### config.mk
export PLATFORM = sky130hd
export DESIGN_NAME = vedic_mult_pipe_flat
export DESIGN_NICKNAME = d
export VERILOG_FILES = /design/src/rtl/vedic_mult_pipe_if.sv /design/src/rtl/vedic_mult_pipe.sv /design/src/flat_wrapper.sv
export SDC_FILE = /design/constraint.sdc
export NUM_CORES = 1
export LEC_CHECK = 0
export CELL_PAD_IN_SITES_DETAIL_PLACEMENT = 0
export CELL_PAD_IN_SITES_GLOBAL_PLACEMENT = 1
export CORE_UTILIZATION = 45
export DETAILED_ROUTE_END_ITERATION = 10
export PLACE_DENSITY_LB_ADDON = 0.1
export SYNTH_ARGS = -nofsm -noshare
export SYNTH_HDL_FRONTEND = slang
export SYNTH_SLANG_ARGS = --single-unit
### constraint.sdc
create_clock -name clk -period 7.4 [get_ports clk]
set_input_delay 1.48 -clock clk [delete_from_list [all_inputs] [get_ports clk]]
set_output_delay 1.48 -clock clk [all_outputs]
set_load 0.01 [all_outputs]
### src/rtl/vedic_mult_pipe_if.sv
// vedic_mult_pipe_if
//   Stream bundle for the pipelined Vedic multiplier: an operand channel and a
//   product channel, each with a valid/ready handshake.
//   Signals:
//     in_valid  / in_ready   operand beat handshake
//     in_a, in_b             WIDTH-bit operands
//     in_signed              1 = two's-complement beat, 0 = unsigned beat
//     out_valid / out_ready  product beat handshake
//     out_p                  2*WIDTH-bit product
//   master: operand source / product consumer side
//   slave : multiplier side
interface vedic_mult_pipe_if #(
    parameter int unsigned WIDTH = 8
);
    logic                 in_valid;
    logic                 in_ready;
    logic [WIDTH-1:0]     in_a;
    logic [WIDTH-1:0]     in_b;
    logic                 in_signed;
    logic                 out_valid;
    logic                 out_ready;
    logic [2*WIDTH-1:0]   out_p;

    modport master (
        output in_valid,
        output in_a,
        output in_b,
        output in_signed,
        output out_ready,
        input  in_ready,
        input  out_valid,
        input  out_p
    );

    modport slave (
        input  in_valid,
        input  in_a,
        input  in_b,
        input  in_signed,
        input  out_ready,
        output in_ready,
        output out_valid,
        output out_p
    );
endinterface

### src/rtl/vedic_mult_pipe.sv
// vedic_mult_pipe
//   Three-stage pipelined WIDTH x WIDTH Urdhva-Tiryagbhyam multiplier with
//   per-beat signed/unsigned selection and full backpressure.
//     S1: capture operand magnitudes and the product sign
//     S2: four half-width partial products built from 2x2 Vedic cells
//     S3: ripple-carry accumulation and conditional two's-complement
//   Latency is 3 edges from input transfer to out_valid; throughput is one
//   beat per cycle while out_ready is high.
//   Ports:
//     clk  rising-edge clock
//     rst  asynchronous active-high reset
//     bus  stream bundle (slave modport): in_valid/in_ready/in_a/in_b/
//          in_signed, out_valid/out_ready/out_p
//   WIDTH must be a power of two and at least 4.
module vedic_mult_pipe #(
    parameter int unsigned WIDTH = 8
) (
    input  logic               clk,
    input  logic               rst,
    vedic_mult_pipe_if.slave   bus
);
    localparam int unsigned H  = WIDTH / 2;   // half operand width
    localparam int unsigned HP = 2 * H;       // half-width product width (== WIDTH)
    localparam int unsigned PW = 2 * WIDTH;   // full product width
    localparam int unsigned NC = H / 2;       // 2-bit digits per half operand

    // ------------------------------------------------------------------
    // Arithmetic building blocks
    // ------------------------------------------------------------------

    // 2x2 Vedic cell: vertical/crosswise ANDs folded with two half adders.
    function automatic logic [3:0] mul2x2(input logic [1:0] x, input logic [1:0] y);
        logic t0, t1, t2, t3, c1;
        logic [3:0] p;
        t0   = x[0] & y[0];
        t1   = x[1] & y[0];
        t2   = x[0] & y[1];
        t3   = x[1] & y[1];
        p[0] = t0;
        p[1] = t1 ^ t2;
        c1   = t1 & t2;
        p[2] = t3 ^ c1;
        p[3] = t3 & c1;
        return p;
    endfunction

    // H x H product by recursive Vedic decomposition, unrolled bottom-up:
    // every 2-bit digit pair gets a 2x2 cell, then each level merges four
    // s/2-sized products into one s-sized product until one H x H remains.
    function automatic logic [HP-1:0] vedic_half(input logic [H-1:0] x,
                                                 input logic [H-1:0] y);
        logic [HP-1:0] cur [NC][NC];
        logic [HP-1:0] nxt [NC][NC];
        logic [HP-1:0] mid;
        int unsigned   n;
        for (int i = 0; i < NC; i++) begin
            for (int j = 0; j < NC; j++) begin
                cur[i][j] = HP'(mul2x2(x[2*i +: 2], y[2*j +: 2]));
                nxt[i][j] = '0;
            end
        end
        n = NC;
        for (int unsigned s = 4; s <= H; s = s * 2) begin
            n = n / 2;
            for (int unsigned i = 0; i < n; i++) begin
                for (int unsigned j = 0; j < n; j++) begin
                    // cur[row of x digit][row of y digit]; low index = low half
                    mid       = cur[2*i][2*j+1] + cur[2*i+1][2*j];
                    nxt[i][j] = cur[2*i][2*j] + (mid << (s / 2))
                              + (cur[2*i+1][2*j+1] << s);
                end
            end
            cur = nxt;
        end
        return cur[0][0];
    endfunction

    function automatic logic [PW-1:0] ripple_add(input logic [PW-1:0] x,
                                                 input logic [PW-1:0] y);
        logic [PW-1:0] s;
        logic          c;
        c = 1'b0;
        for (int i = 0; i < PW; i++) begin
            s[i] = x[i] ^ y[i] ^ c;
            c    = (x[i] & y[i]) | (c & (x[i] ^ y[i]));
        end
        return s;
    endfunction

    function automatic logic [PW-1:0] zext(input logic [HP-1:0] v);
        return {{(PW - HP){1'b0}}, v};
    endfunction

    // ------------------------------------------------------------------
    // Pipeline state
    // ------------------------------------------------------------------
    logic               v1_q, neg1_q;
    logic [WIDTH-1:0]   a_mag_q, b_mag_q;

    logic               v2_q, neg2_q;
    logic [HP-1:0]      p_ll_q, p_lh_q, p_hl_q, p_hh_q;

    logic               out_valid_q;
    logic [PW-1:0]      out_p_q;

    // ------------------------------------------------------------------
    // Handshake
    // ------------------------------------------------------------------
    logic stall;
    logic in_xfer;

    assign stall        = out_valid_q & ~bus.out_ready;
    assign in_xfer      = bus.in_valid & ~stall;
    assign bus.in_ready = ~stall;
    assign bus.out_valid = out_valid_q;
    assign bus.out_p     = out_p_q;

    // ------------------------------------------------------------------
    // S1 next-state: magnitudes and product sign
    // ------------------------------------------------------------------
    logic               a_neg, b_neg, neg_d;
    logic [WIDTH-1:0]   a_mag_d, b_mag_d;

    always_comb begin
        a_neg = bus.in_signed & bus.in_a[WIDTH-1];
        b_neg = bus.in_signed & bus.in_b[WIDTH-1];
        // -2^(W-1) maps onto itself, which is its correct unsigned magnitude.
        a_mag_d = a_neg ? (~bus.in_a + WIDTH'(1)) : bus.in_a;
        b_mag_d = b_neg ? (~bus.in_b + WIDTH'(1)) : bus.in_b;
        neg_d   = a_neg ^ b_neg;
    end

    // ------------------------------------------------------------------
    // S2 next-state: partial products
    // ------------------------------------------------------------------
    logic [HP-1:0] p_ll_d, p_lh_d, p_hl_d, p_hh_d;

    always_comb begin
        p_ll_d = vedic_half(a_mag_q[H-1:0],     b_mag_q[H-1:0]);
        p_lh_d = vedic_half(a_mag_q[H-1:0],     b_mag_q[WIDTH-1:H]);
        p_hl_d = vedic_half(a_mag_q[WIDTH-1:H], b_mag_q[H-1:0]);
        p_hh_d = vedic_half(a_mag_q[WIDTH-1:H], b_mag_q[WIDTH-1:H]);
    end

    // ------------------------------------------------------------------
    // S3 next-state: accumulate and apply sign
    // ------------------------------------------------------------------
    logic [PW-1:0] mid_sum, low_sum, mag, prod_d;

    always_comb begin
        // Middle sum is carried at full width so its carry-out is kept.
        mid_sum = ripple_add(zext(p_lh_q), zext(p_hl_q));
        low_sum = ripple_add(zext(p_ll_q), mid_sum << H);
        mag     = ripple_add(low_sum, zext(p_hh_q) << WIDTH);
        // A zero magnitude negates to zero, so no -0 can appear.
        prod_d  = neg2_q ? ripple_add(~mag, PW'(1)) : mag;
    end

    // ------------------------------------------------------------------
    // Registers: everything freezes on stall; data only loads with a valid
    // beat so bubbles leave the previous contents (never X) in place.
    // ------------------------------------------------------------------
    always_ff @(posedge clk or posedge rst) begin
        if (rst) begin
            v1_q        <= 1'b0;
            neg1_q      <= 1'b0;
            a_mag_q     <= '0;
            b_mag_q     <= '0;
            v2_q        <= 1'b0;
            neg2_q      <= 1'b0;
            p_ll_q      <= '0;
            p_lh_q      <= '0;
            p_hl_q      <= '0;
            p_hh_q      <= '0;
            out_valid_q <= 1'b0;
            out_p_q     <= '0;
        end else if (!stall) begin
            v1_q <= in_xfer;
            if (in_xfer) begin
                a_mag_q <= a_mag_d;
                b_mag_q <= b_mag_d;
                neg1_q  <= neg_d;
            end

            v2_q <= v1_q;
            if (v1_q) begin
                p_ll_q <= p_ll_d;
                p_lh_q <= p_lh_d;
                p_hl_q <= p_hl_d;
                p_hh_q <= p_hh_d;
                neg2_q <= neg1_q;
            end

            out_valid_q <= v2_q;
            if (v2_q) begin
                out_p_q <= prod_d;
            end
        end
    end
endmodule

### src/flat_wrapper.sv
// flat-port wrapper written by rule: the top's interface ports become plain ports
module vedic_mult_pipe_flat 
#(
    parameter int unsigned WIDTH = 8
)
  (clk, rst, bus_in_valid, bus_in_a, bus_in_b, bus_in_signed, bus_out_ready, bus_in_ready, bus_out_valid, bus_out_p);
  vedic_mult_pipe_if #(.WIDTH(WIDTH)) bus_i ();
  input  logic clk;
  input  logic rst;
  input wire logic [$bits(bus_i.in_valid)-1:0] bus_in_valid;
  input wire logic [$bits(bus_i.in_a)-1:0] bus_in_a;
  input wire logic [$bits(bus_i.in_b)-1:0] bus_in_b;
  input wire logic [$bits(bus_i.in_signed)-1:0] bus_in_signed;
  input wire logic [$bits(bus_i.out_ready)-1:0] bus_out_ready;
  output wire logic [$bits(bus_i.in_ready)-1:0] bus_in_ready;
  output wire logic [$bits(bus_i.out_valid)-1:0] bus_out_valid;
  output wire logic [$bits(bus_i.out_p)-1:0] bus_out_p;
  assign bus_i.in_valid = bus_in_valid;
  assign bus_i.in_a = bus_in_a;
  assign bus_i.in_b = bus_in_b;
  assign bus_i.in_signed = bus_in_signed;
  assign bus_i.out_ready = bus_out_ready;
  assign bus_in_ready = bus_i.in_ready;
  assign bus_out_valid = bus_i.out_valid;
  assign bus_out_p = bus_i.out_p;
  vedic_mult_pipe #(.WIDTH(WIDTH)) u_core (.clk(clk), .rst(rst), .bus(bus_i));
endmodule
Word level (Yosys, flattened, before mapping):

Index checks and enable logic that the tools add are counted.

* reductions and logical operators: 3
* add/subtract/negate cells: 14
* mux-type cells: 3
* bitwise operators: 262

Operators by type and width (number)
* 1-bit bitwise AND: 153
* 1-bit XOR: 88
* 4-bit by 8-bit adder with 8-bit output: 4
* 8-bit adder: 4
* 4-bit by 4-bit adder with 5-bit output: 4
* 8-bit by 1-bit adder with 8-bit output (second input constant): 2
* 16-bit 2-to-1 mux: 1
* 8-bit 2-to-1 mux: 2
* 16-bit inverter: 1
* 8-bit inverter: 2
* 1-bit OR: 15
* 2-bit AND reduction: 3
* 1-bit inverter: 3

* flip-flop bits (word level): 69
* output and inout port bits: 18
* word-level logic and storage cells: 294

Depth between registers and ports, before layout:

* depth after elaboration: 41
* depth in mapped cells: 24

Worst setup path before layout:

OpenSTA, ideal clock, no wires.

* kind: register to register
* start point: register u_core.p_hl_q[0]
* end point: register u_core.out_p_q[14], in the netlist u_core.bus.out_p[14]
* buffers on the path: 0
* arrival time: 5.228 ns
* slack: 2.044 ns
* stages on the path, launching flop included: 24
* path through: dfrtp_1 > ha_1 > inv_1 > fa_1 > inv_1 > fa_1 > inv_1 > fa_1 > fa_1 > fa_1 > fa_1 > inv_1 > ha_1 > inv_1 > fa_1 > fa_1 > fa_1 > inv_1 > fa_1 > inv_1 > ha_1 > ha_1 > mux2i_1 > o21ai_0

* longest elaborated chain between the ends: 26
* elaborated cells on any way between the ends: 91
* those cells by class: mux (1); bitwise (90)

Ends and longest elaborated chain
* start, declared: RTL line vedic_mult_pipe.sv:101 `logic [HP-1:0] p_ll_q, p_lh_q, p_hl_q, p_hh_q;`
* start signal, assigned: RTL line vedic_mult_pipe.sv:189 `p_hl_q <= p_hl_d;`
* 1-bit bitwise AND: RTL line vedic_mult_pipe.sv:85 `c = (x[i] & y[i]) | (c & (x[i] ^ y[i]));`
* 1-bit bitwise AND / 1-bit XOR (equally long branches): RTL line vedic_mult_pipe.sv:85, vedic_mult_pipe.sv:84
* 1-bit OR / 1-bit XOR (equally long branches): RTL line vedic_mult_pipe.sv:85, vedic_mult_pipe.sv:84
* 1-bit bitwise AND / 1-bit XOR (equally long branches): RTL line vedic_mult_pipe.sv:85, vedic_mult_pipe.sv:84
* 1-bit OR / 1-bit XOR (equally long branches): RTL line vedic_mult_pipe.sv:85, vedic_mult_pipe.sv:84
* 1-bit bitwise AND / 1-bit XOR (equally long branches): RTL line vedic_mult_pipe.sv:85, vedic_mult_pipe.sv:84
* 1-bit OR / 1-bit XOR (equally long branches): RTL line vedic_mult_pipe.sv:85, vedic_mult_pipe.sv:84
* 1-bit bitwise AND: RTL line vedic_mult_pipe.sv:85
* [10 not listed]
* 1-bit bitwise AND: RTL line vedic_mult_pipe.sv:85
* 1-bit OR: RTL line vedic_mult_pipe.sv:85
* 1-bit bitwise AND: RTL line vedic_mult_pipe.sv:85
* 1-bit OR: RTL line vedic_mult_pipe.sv:85
* 1-bit XOR: RTL line vedic_mult_pipe.sv:84 `s[i] = x[i] ^ y[i] ^ c;`
* 16-bit inverter: RTL line vedic_mult_pipe.sv:156 `prod_d = neg2_q ? ripple_add(~mag, PW'(1)) : mag;`
* 1-bit XOR: RTL line vedic_mult_pipe.sv:84
* 16-bit 2-to-1 mux (*): RTL line vedic_mult_pipe.sv:156
* end signal, assigned: RTL line vedic_mult_pipe.sv:196 `out_p_q <= prod_d;`
* end, declared: RTL line vedic_mult_pipe.sv:104 `logic [PW-1:0] out_p_q;`

Mark *: on every way between the ends. The rest lies on a longest branch, timed or not.
A chain may end at the register's enable or synchronous reset.

Worst setup path in the final report:

Same ends and word-level chain as after synthesis.

==> results_dict.tcl <==
set metrics [dict create \
    min_period_ns 5.67 \
    numPortBuffers 38 \
    n_antenna_cell 0 \
    synth_top_family_by_area "adder cells" \
    total_power_mw 2.27 \
    avgSynthCellArea_um2 9.85 \
    fin_ws_ns 1.73 \
    synth_simple_gate_area_share_pct 13.7 \
    synth_edf_count 0 \
    reg2regPathDepth 23 \
    synthArstFlopShare_pct 100 \
    worstSetupStartpointType "flip-flop" \
    synthAdderAreaFrac_pct 29.0 \
    drc 0 \
    synth_top_cell_area_share_pct 30.8 \
    post_cts_resize_count 0 \
    run_status "complete, no violations" \
    hold_end "u_core.bus.out_p[4]$_DFFE_PP0P_" \
    finClkSkew_ns 0.00760 \
    place_ws_ns 1.70 \
    wl_mm 10.4 \
    final_util_pct 53.2 \
    crit_type "reg2reg" \
    ff2ff_setup_slack_ns 1.73 \
    worstMarginPinSlew_ns 0.869 \
    p_leak_nw 3.38 \
    rsz0062_at_grt "false" \
    min_period_over_period_pct 76.6 \
    fp.coreArea_um2 12100 \
    grt_pass1_vias 3897 \
    detail-route-antenna-nets 0 \
    grt_max_degree 70 \
    gp_congestion 0.791 \
    setup_violations 0 \
    rows 40 \
    cts_root_buffer "clkbuf_16" \
    cts_tree "yes" \
    antenna_found_initial 0 \
    max_slew_margin_pct 42.1 \
    drt_iter0_drc 120 \
    drv_cap 0 \
    layout-drive-gt1-share_pct 5.57 \
    syn_inst 569 \
    initial_utilization_pct 46.5 \
    min_path_cells 2 \
    yosysWarnings 0 \
    die-area_um2 12900 \
    ys.flop_type "dfrtp_1" \
    cts_buffer_depth 2 \
    ys_top_cells_by_area "dfrtp_1 (31%), ha_1 (21%), fa_1 (8.2%), and2_1 (6.7%), nand2_1 (4.1%)" \
    nets 742 \
    yosys.area.top_type "dfrtp_1" \
    overflow 0 \
    synth_xor_area_share_pct 5.78 \
    clkLatencyLatePin_ns 0.34 \
    clkSinkCount 69 \
    synth_compound_area_share_pct 10.1 \
    arrival_ns 5.86 \
    post_dp_cell_area_um2 6120 \
    path_max_fanout 2 \
    cts_hold_buf 0 \
    avgRoutedWirePerCell_um 13.3 \
    die-height_um 114 \
    synth_nets 706 \
    power_density_nw_per_um2 354 \
    hpwl_mm 8.06 \
    synth_area_um2 5610 \
    synthDistinctLibCells 33 \
    first_pass_iters 4 \
    area_growth_pct 14.5 \
    grt_pass1_wl_mm 18.1 \
    cts_buffers 9 \
    min_from "u_core.bus.out_p[4]$_DFFE_PP0P_" \
    viasPerCell 4.93 \
    final_area_um2 6420 \
    path_clk_slew_ns 0.06 \
    cp.required_ns 7.59 \
    hold_viol 0 \
    fin_setup_tns_ns 0 \
    vias 3833 \
    reg2reg_from "u_core.p_hl_q[0]$_DFFE_PP0P_" \
    hold_class "reg2reg" \
    synth_seq_cells 69 \
    seq_area_frac_synth_pct 30.8 \
    yosys-mux-area-fraction_pct 5.74 \
    synth_most_common_cell "ha_1" \
    cts_setup_buffers 0 \
    regToRegEndpoint "u_core.bus.out_p[14]$_DFFE_PP0P_" \
    worstSetupEndpointType "flip-flop" \
    slew_violations 0 \
    fmax_mhz 176 \
    irDropWorstVdd_uv 122 \
    die_w_um 114 \
    h-tree-depth 3 \
    grtUsageTotal_pct 18.1 \
    synth_common_cells "ha_1 (93), dfrtp_1 (69), nand2_1 (61), and2_1 (60), inv_1 (49)" \
    num_io_pins 39 \
]
layout by cell type (no fill, tap or decap), drive strengths merged, types with 2 or more instances in the layout:
master	n
nand3	2
nor3	4
clkinvlp	2
dfrtp	69
o31ai	4
clkbuf	11
nand2	64
mux2	14
ha	93
nor2	23
xor2	13
fa	23
clkdlybuf4s50	38
xnor2	24
o21ai	51
inv	50
a21boi	2
and2	60
mux2i	13
a21o	16
a21oi	22
a211oi	4
critical path, cell delays in order, from the launching register on:
cell	delay (ns)
dfrtp_1	0.35
ha_1	0.15
inv_1	0.05
fa_1	0.35
inv_1	0.08
fa_1	0.15
inv_1	0.05
fa_1	0.37
fa_1	0.39
fa_1	0.39
fa_1	0.38
fa_1	0.49
inv_1	0.05
ha_1	0.27
inv_1	0.05
fa_1	0.41
fa_1	0.38
inv_1	0.08
fa_1	0.42
inv_1	0.07
ha_1	0.14
ha_1	0.22
mux2i_1	0.12
o21ai_0	0.10
power breakdown:
group          total, mW  internal (mW)  switching, mW
Sequential         0.656          0.515          0.141
Combinational       1.18          0.578          0.599
Clock              0.438          0.271          0.167
layout make-up:
type | instances | area [µm²]
clock buffers | 11 | 243
inverters | 49 | 184
fillers | 1143 | 5640
well taps | 168 | 210
multi-input cells | 437 | 3610
flip-flops and latches | 69 | 1730
repair buffers | 39 | 388
clock inverters | 5 | 58.8
registers in the layout, summed over array words and instances (netlist names), 8 cells and up:
name and cells:
u_core.a_mag_q 8, u_core.b_mag_q 8, u_core.bus.out_p 16, u_core.p_hh_q 8, u_core.p_hl_q 8, u_core.p_lh_q 8, u_core.p_ll_q 8
logic make-up (layout without fill, tap and decap cells):
| logic type | after synthesis | in the layout |
|---|---|---|
| simple gates | 157 | 157 |
| flops | 69 | 69 |
| mux | 27 | 27 |
| compound gates | 100 | 100 |
| fa+ha+maj | 116 | 116 |
| xor+xnor | 37 | 37 |
| buf+inv | 63 | 104 |
how the worst max path moves through the flow:
stage               depth (start not counted)  slack (ns)                          endpoint                          from
finish                                     23        1.73  u_core.bus.out_p[14]$_DFFE_PP0P_  u_core.p_hl_q[0]$_DFFE_PP0P_
detailed placement                         23        1.70  u_core.bus.out_p[14]$_DFFE_PP0P_  u_core.p_hl_q[0]$_DFFE_PP0P_
global placement                           23        1.86  u_core.bus.out_p[14]$_DFFE_PP0P_  u_core.p_hl_q[0]$_DFFE_PP0P_
floorplan                                  23        2.04  u_core.bus.out_p[14]$_DFFE_PP0P_  u_core.p_hl_q[0]$_DFFE_PP0P_
global route                               23        1.50  u_core.bus.out_p[14]$_DFFE_PP0P_  u_core.p_hl_q[0]$_DFFE_PP0P_
CTS                                        23        1.71  u_core.bus.out_p[14]$_DFFE_PP0P_  u_core.p_hl_q[0]$_DFFE_PP0P_
metrics by stage:
step                      instances  hold slack, ns
final                           778           0.471
after global routing            778           0.498
after CTS                       778           0.469
after detailed placement        762           0.454
after global placement          762           0.455
after floorplan                 569           0.436
per-layer routing:
layer / GRT usage (%) / share of wire, % / vias up
li1: - / - / 1979
met1: 23.3 / 49 / 1786
met2: 30.3 / 46 / 55
met3: 3.88 / 3.1 / 13
met4: 6.05 / 1.5 / 0
met5: 0 / 0 / -
No activity file was read; power rests on OpenSTA's default activity.
